<file path="config.mk">
export PLATFORM = sky130hd
export DESIGN_NAME = serializer_tx
export DESIGN_NICKNAME = d
export VERILOG_FILES = /design/src/rtl/serializer_tx.sv
export SDC_FILE = /design/constraint.sdc
export NUM_CORES = 1
export LEC_CHECK = 0
export ABC_AREA = 1
export CAP_MARGIN = 0
export CELL_PAD_IN_SITES_DETAIL_PLACEMENT = 0
export CELL_PAD_IN_SITES_GLOBAL_PLACEMENT = 1
export CORE_MARGIN = 10
export CORE_UTILIZATION = 42
export CTS_CLUSTER_DIAMETER = 60
export DETAILED_ROUTE_END_ITERATION = 8
export PLACE_DENSITY_LB_ADDON = 0.1
export REMOVE_ABC_BUFFERS = 1
export SKIP_LAST_GASP = 1
export SLEW_MARGIN = 20
export SYNTH_ARGS = -nofsm -noshare
export SYNTH_HDL_FRONTEND = slang
export SYNTH_SLANG_ARGS = --single-unit
</file>
<file path="constraint.sdc">
create_clock -name clock -period 2.55 [get_ports clock]
set_clock_uncertainty 0.1 [all_clocks]
set_input_delay 0.51 -clock clock [delete_from_list [all_inputs] [get_ports clock]]
set_output_delay 0.51 -clock clock [all_outputs]
set_load 0.005 [all_outputs]
</file>
<file path="src/rtl/serializer_tx.sv">
// Transmit serializer: accepts a parallel word over valid/ready, waits for the
// receiver's status, then shifts it out LSB-first with a programmable strobe.
//
// state       | meaning
// ------------+------------------------------------------------------------
// IDLE        | ready for a new word; ready_out=1, busy_out=0
// WAIT_STATUS | word latched, waiting for status_in=1 (sampled as a level)
// GAP         | start gap countdown before the first strobe
// STROBE_H    | write_out high for HIGH_CYCLES with the current bit on data_out
// STROBE_L    | write_out low for LOW_CYCLES, data_out still holds the bit
module serializer_tx #(
    parameter int DATA_WIDTH  = 8,
    parameter int START_GAP   = 10,
    parameter int HIGH_CYCLES = 10,
    parameter int LOW_CYCLES  = 10
) (
    input  logic                  clock,
    input  logic                  reset,
    input  logic [DATA_WIDTH-1:0] data_in,
    input  logic                  valid_in,
    output logic                  ready_out,
    input  logic                  status_in,
    output logic                  data_out,
    output logic                  write_out,
    output logic                  busy_out,
    output logic                  done_out
);

    localparam int MAX_HL  = (HIGH_CYCLES > LOW_CYCLES) ? HIGH_CYCLES : LOW_CYCLES;
    localparam int MAX_ALL = (START_GAP > MAX_HL) ? START_GAP : MAX_HL;
    localparam int CNT_W   = $clog2(MAX_ALL + 1);
    localparam int BC_W    = $clog2(DATA_WIDTH + 1);

    localparam logic [CNT_W-1:0] GAP_LOAD  = CNT_W'(START_GAP - 1);
    localparam logic [CNT_W-1:0] HIGH_LOAD = CNT_W'(HIGH_CYCLES - 1);
    localparam logic [CNT_W-1:0] LOW_LOAD  = CNT_W'(LOW_CYCLES - 1);
    localparam logic [BC_W-1:0]  LAST_BIT  = BC_W'(DATA_WIDTH - 1);

    typedef enum logic [2:0] {
        IDLE        = 3'd0,
        WAIT_STATUS = 3'd1,
        GAP         = 3'd2,
        STROBE_H    = 3'd3,
        STROBE_L    = 3'd4
    } state_t;

    state_t                state_q, state_d;
    logic [CNT_W-1:0]      cnt_q, cnt_d;
    logic [BC_W-1:0]       bit_cnt_q, bit_cnt_d;
    logic [DATA_WIDTH-1:0] shift_q, shift_d;
    logic [DATA_WIDTH-1:0] shifted;
    logic                  ready_q, ready_d;
    logic                  data_q, data_d;
    logic                  write_q, write_d;
    logic                  busy_q, busy_d;
    logic                  done_q, done_d;

    // One down-counter serves the start gap and both strobe phases.
    always_comb begin
        state_d   = state_q;
        cnt_d     = cnt_q;
        bit_cnt_d = bit_cnt_q;
        shift_d   = shift_q;
        ready_d   = ready_q;
        data_d    = data_q;
        write_d   = write_q;
        busy_d    = busy_q;
        done_d    = 1'b0;
        shifted   = shift_q >> 1;

        case (state_q)
            IDLE: begin
                if (valid_in && ready_q) begin
                    shift_d   = data_in;
                    bit_cnt_d = '0;
                    ready_d   = 1'b0;
                    busy_d    = 1'b1;
                    state_d   = WAIT_STATUS;
                end
            end
            WAIT_STATUS: begin
                if (status_in) begin
                    cnt_d   = GAP_LOAD;
                    state_d = GAP;
                end
            end
            GAP: begin
                if (cnt_q == '0) begin
                    data_d  = shift_q[0];
                    write_d = 1'b1;
                    cnt_d   = HIGH_LOAD;
                    state_d = STROBE_H;
                end else begin
                    cnt_d = cnt_q - CNT_W'(1);
                end
            end
            STROBE_H: begin
                if (cnt_q == '0) begin
                    write_d = 1'b0;
                    cnt_d   = LOW_LOAD;
                    state_d = STROBE_L;
                end else begin
                    cnt_d = cnt_q - CNT_W'(1);
                end
            end
            STROBE_L: begin
                if (cnt_q == '0) begin
                    if (bit_cnt_q == LAST_BIT) begin
                        done_d  = 1'b1;
                        busy_d  = 1'b0;
                        ready_d = 1'b1;
                        data_d  = 1'b0;
                        state_d = IDLE;
                    end else begin
                        shift_d   = shifted;
                        bit_cnt_d = bit_cnt_q + BC_W'(1);
                        data_d    = shifted[0];
                        write_d   = 1'b1;
                        cnt_d     = HIGH_LOAD;
                        state_d   = STROBE_H;
                    end
                end else begin
                    cnt_d = cnt_q - CNT_W'(1);
                end
            end
            default: state_d = IDLE;
        endcase
    end

    always_ff @(posedge clock or negedge reset) begin
        if (!reset) begin
            state_q   <= IDLE;
            cnt_q     <= '0;
            bit_cnt_q <= '0;
            shift_q   <= '0;
            ready_q   <= 1'b1;
            data_q    <= 1'b0;
            write_q   <= 1'b0;
            busy_q    <= 1'b0;
            done_q    <= 1'b0;
        end else begin
            state_q   <= state_d;
            cnt_q     <= cnt_d;
            bit_cnt_q <= bit_cnt_d;
            shift_q   <= shift_d;
            ready_q   <= ready_d;
            data_q    <= data_d;
            write_q   <= write_d;
            busy_q    <= busy_d;
            done_q    <= done_d;
        end
    end

    assign ready_out = ready_q;
    assign data_out  = data_q;
    assign write_out = write_q;
    assign busy_out  = busy_q;
    assign done_out  = done_q;

endmodule
</file>
Word-level counts from Yosys, hierarchy flattened
Index checks and enable logic that the tools add are counted.
{"block": "word_totals", "register_bits": 24, "latch_bits": 0, "ramBits": 0, "romBits": 0, "input_bits": 12, "output_inout_bits": 5, "wordCells": 78, "n_memories": 0}
{"block": "classes", "n_addsub": 2, "n_mul": 0, "div_mod_pow": 0, "n_lt_le_gt_ge": 0, "n_eq_ne": 13, "n_shift": 0, "mux": 40, "n_bitwise": 0, "n_reduce_logical": 14}
{"cell": "$mux 4", "n": 7}
{"cell": "$mux 8", "n": 3}
{"cell": "$mux 1", "n": 16}
{"cell": "$pmux 8 s2", "n": 1}
{"cell": "$mux 3", "n": 5}
{"cell": "$pmux 3 s5", "n": 1}
{"cell": "$ne 2x2->1 const B", "n": 7}
{"cell": "$pmux 4 s3", "n": 1}
{"cell": "$reduce_and 5->1", "n": 2}
{"cell": "$pmux 4 s2", "n": 1}
{"cell": "$reduce_and 4->1", "n": 2}
{"cell": "$eq 3x2->1 const B", "n": 2}
{"cell": "$pmux 1 s2", "n": 3}
{"cell": "$reduce_and 3->1", "n": 2}
{"cell": "$reduce_bool 3->1", "n": 2}
{"cell": "$add 4x1->4 const B", "n": 1}
{"cell": "$eq 4x3->1 const B", "n": 1}
{"cell": "$logic_not 4->1", "n": 1}
{"cell": "$reduce_bool 2->1", "n": 2}
{"cell": "$sub 4x1->4 const B", "n": 1}
{"cell": "$eq 3x1->1 const B", "n": 1}
{"cell": "$eq 3x3->1 const B", "n": 1}
{"cell": "$logic_not 3->1", "n": 1}
{"cell": "$ne 3x3->1 const B", "n": 1}
{"cell": "4 further kinds", "n": 4}

Longest topological paths before layout
{"block": "depth", "ltp_word": 4, "mapped_depth": 8, "depth_no_buf": 8}

Least setup slack after synthesis
Ideal clock, no wire load.
{"block": "synth_path", "path_type": "register to register", "from": "register bit_cnt_q[0]", "to": "register shift_q[0]", "setup_ns": 0.118, "arrival_time_ns": 1.275, "required_time_ns": 2.332, "setup_slack_ns": 1.057, "stages_incl_launch_ff": 9, "path_buffers": 1, "synth_period_minus_slack_ns": 1.493, "cell_sequence": "dfrtp_1 -> ha_1 -> nand3_1 -> inv_1 -> nand2_1 -> nand3_4 -> buf_6 -> nand2_1 -> nand2_1"}
{"block": "synth_between", "elab_chain_len": 3}
{"element": "start: declaration", "line_no": "49", "rtl": "logic [BC_W-1:0] bit_cnt_q, bit_cnt_d;"}
{"element": "start signal: assignment", "line_no": "144", "rtl": "bit_cnt_q <= bit_cnt_d;"}
{"element": "$eq 4x3->1", "line_no": "108", "rtl": "if (bit_cnt_q == LAST_BIT) begin"}
{"element": "$ne 2x2->1 (no source line)"}
{"element": "$reduce_and 4->1 (no source line)"}
{"element": "end signal: assignment", "line_no": "145", "rtl": "shift_q <= shift_d;"}
{"element": "end: declaration", "line_no": "50", "rtl": "logic [DATA_WIDTH-1:0] shift_q, shift_d;"}
No other way between the ends.
A chain may end at the register's enable or synchronous reset.

Worst setup path after layout
{"block": "layout_path", "from": "register ready_q (netlist: ready_out)", "to": "output ready_out"}
{"element": "start: declaration", "line_no": "52", "rtl": "logic ready_q, ready_d;"}
{"element": "start signal: assignment", "line_no": "146", "rtl": "ready_q <= ready_d;"}
{"element": "end: declaration", "line_no": "21", "rtl": "output logic ready_out,"}
No word-level cell between the ends.

==> reports/metrics.yaml <==
outcome: "finished clean"
mappedNetlistArea_um2: 1360
criticalPathCategory: "register to output port"
tightest_slew_ns: 0.524
async_reset_ff_share_pct: 100
insertedDiodeCount: 0
critPathBufInv: 1
initial_core_util_pct: 44.0
synth_top_area_share_pct: 42.5
antenna_left: 0
cpPeakStageDelay_ns: 0.57
track_usage_pct: 11.1
fin_cells: 244
cts_setup_buffers: 0
drc: 0
syn_inst: 182
grt_pass1_wl_um: 5520
final_common_cell: "nand2_1"
core_area_um2: 3080
slew-limit-headroom_pct: 64.8
ys.flop_type: "dfrtp_1"
synthTopCellsByArea: "dfrtp_1 42%, nand2_1 22%, nand3_1 7.0%"
hold_buffers: 0
drt_iter0_markers: 88
cp-start-kind: "register"
hold_viol_final: 0
yosys.area.top_type: "dfrtp_1"
routedWlPerCell_um: 12.3
final_cell_mix: "79 x nand2_1, 23 x dfrtp_1, 19 x nand3_1"
pin_count: 17
slew_violations: 0
rows: 20
hp-class: "register to register"
p_per_area_nw_per_um2: 887
area_delta_synth_final_pct: 17.4
fmax_ghz: 0.500
place.gp.congestion: 0.864
period_needed_ns: 2.00
ys_seq_area_share_pct: 44.4
antenna_found_initial: 0
firstDrtPassIters: 4
viasPerCell: 4.86
grt_max_degree: 17
cts_sinks: 24
hpwl_um: 2210
drv_cap: 0
grt_pass1_vias: 1179
irDropWorstVdd_mv: 0.647
synth_cell_types: 26
layout.nets: 216
path_cells: "clkdlybuf4s50_1"
insertion_delay_ns: 0.33
p_leak_nw: 0.829
synth-seq-cells: 24
setup_viol: 0
die_x_um: 76.8
rsz0062_at_grt: "no"
vias: 1186
cts_made_buffers: 3
arrival_ns: 1.39
yosys_warnings: 0
cts.htree.levels: 1
clk_pin_slew_worst_paths_ns: 0.14
synth_edf_count: 0
die-area_um2: 5900
synth.avg_cell_area_um2: 7.45
cp_slowest_cell: "dfstp_2"
hold_slack_ns: 0.387
cp.required_ns: 1.94
place_inst: 240
grt_overflow: 0
drive_above_1_share_pct: 9.00
cts.repair.resized: 0
crit_fanout: 3
cp_top_family: "flip-flops"
clockRootBuffer: "clkbuf_4"
final.setup.tns_ns: 0
period_share_pct: 78.4
io_buffers: 16
clockBufferDepth: 2
routed_wl_um: 3000
cts_tree: "yes"
die_y_um: 76.8
end_kind: "output port"
-- cells by family (layout without fill, tap and decap cells) --
| logic type | count (synthesis) | after routing | synth area share (%) |
|---|---|---|---|
| and+or+nand+nor | 123 | 123 | 40.3 |
| DFF | 24 | 24 | 44.4 |
| buffers and inverters | 17 | 35 | 5.63 |
| AOI/OAI and AO/OA | 15 | 15 | 6.93 |
| adders and majority gates | 3 | 3 | 2.77 |
-- power breakdown --
part / switching [mW] / internal (mW) / leakage (nW)
Combinational: 0.376 / 0.230 / 0.503
Sequential: 0.0869 / 0.507 / 0.305
Clock: 0.122 / 0.0875 / 0.0210
Total: 0.585 / 0.825 / 0.829
-- stage by stage --
step / power, mW / cell area [µm²] / utilization, % / setup slack (ns)
floorplan: 1.03 / 1330 / - / 1.09
global placement: 1.19 / 1550 / 50.5 / 0.571
detailed placement: 1.21 / 1550 / 50.5 / 0.550
CTS: 1.43 / 1590 / 51.7 / 0.528
global route: 1.56 / 1590 / 51.7 / 0.502
finish: 1.41 / 1590 / 51.7 / 0.550
-- area by class of cell --
class                   count  area, µm²
fillers                   318       1490
multi-input cells         141        677
flip-flops and latches     24        602
repair buffers             17        168
well taps                  44       55.1
inverters                  14       52.6
clock buffers               4       36.3
-- layer usage --
metal	track usage, %	share of wire, %
met3	1.86	3.1
met2	17.0	46
met1	14.7	49
met4	5.02	2.3
met5	0	0
-- cell usage after synthesis (2+ instances only) --
master	n
nand3_1	19
ha_1	3
nand2_1	79
a21oi_1	5
o21ai_2	2
inv_2	2
dfrtp_1	23
or2_2	2
nor2_1	11
o21ai_0	6
nand4_1	4
inv_1	12
-- path summary, 6_finish.rpt --
| check | endpoint | start | depth (start not counted) | slack (ns) |
|---|---|---|---|---|
| hold / removal | ready_out | ready_out | 2 | 0.39 |
| setup reg to reg | shift_q[3] | cnt_q[0] | 6 | 0.75 |
| max in group asynchronous | shift_q[1] | reset | 2 | 1.35 |
| setup / recovery | ready_out | ready_out | 1 | 0.55 |
| hold reg to reg | ready_out | ready_out | 2 | 0.39 |
| min in group asynchronous | bit_cnt_q[2] | reset | 1 | 0.41 |
-- sequential cells by signal, summed over array words and instances (netlist names) --
name,flops
write_out,1
shift_q,8
cnt_q,4
data_out,1
state_q,3
done_out,1
ready_out,1
bit_cnt_q,4
busy_out,1
(Power assumes the default switching activity.)
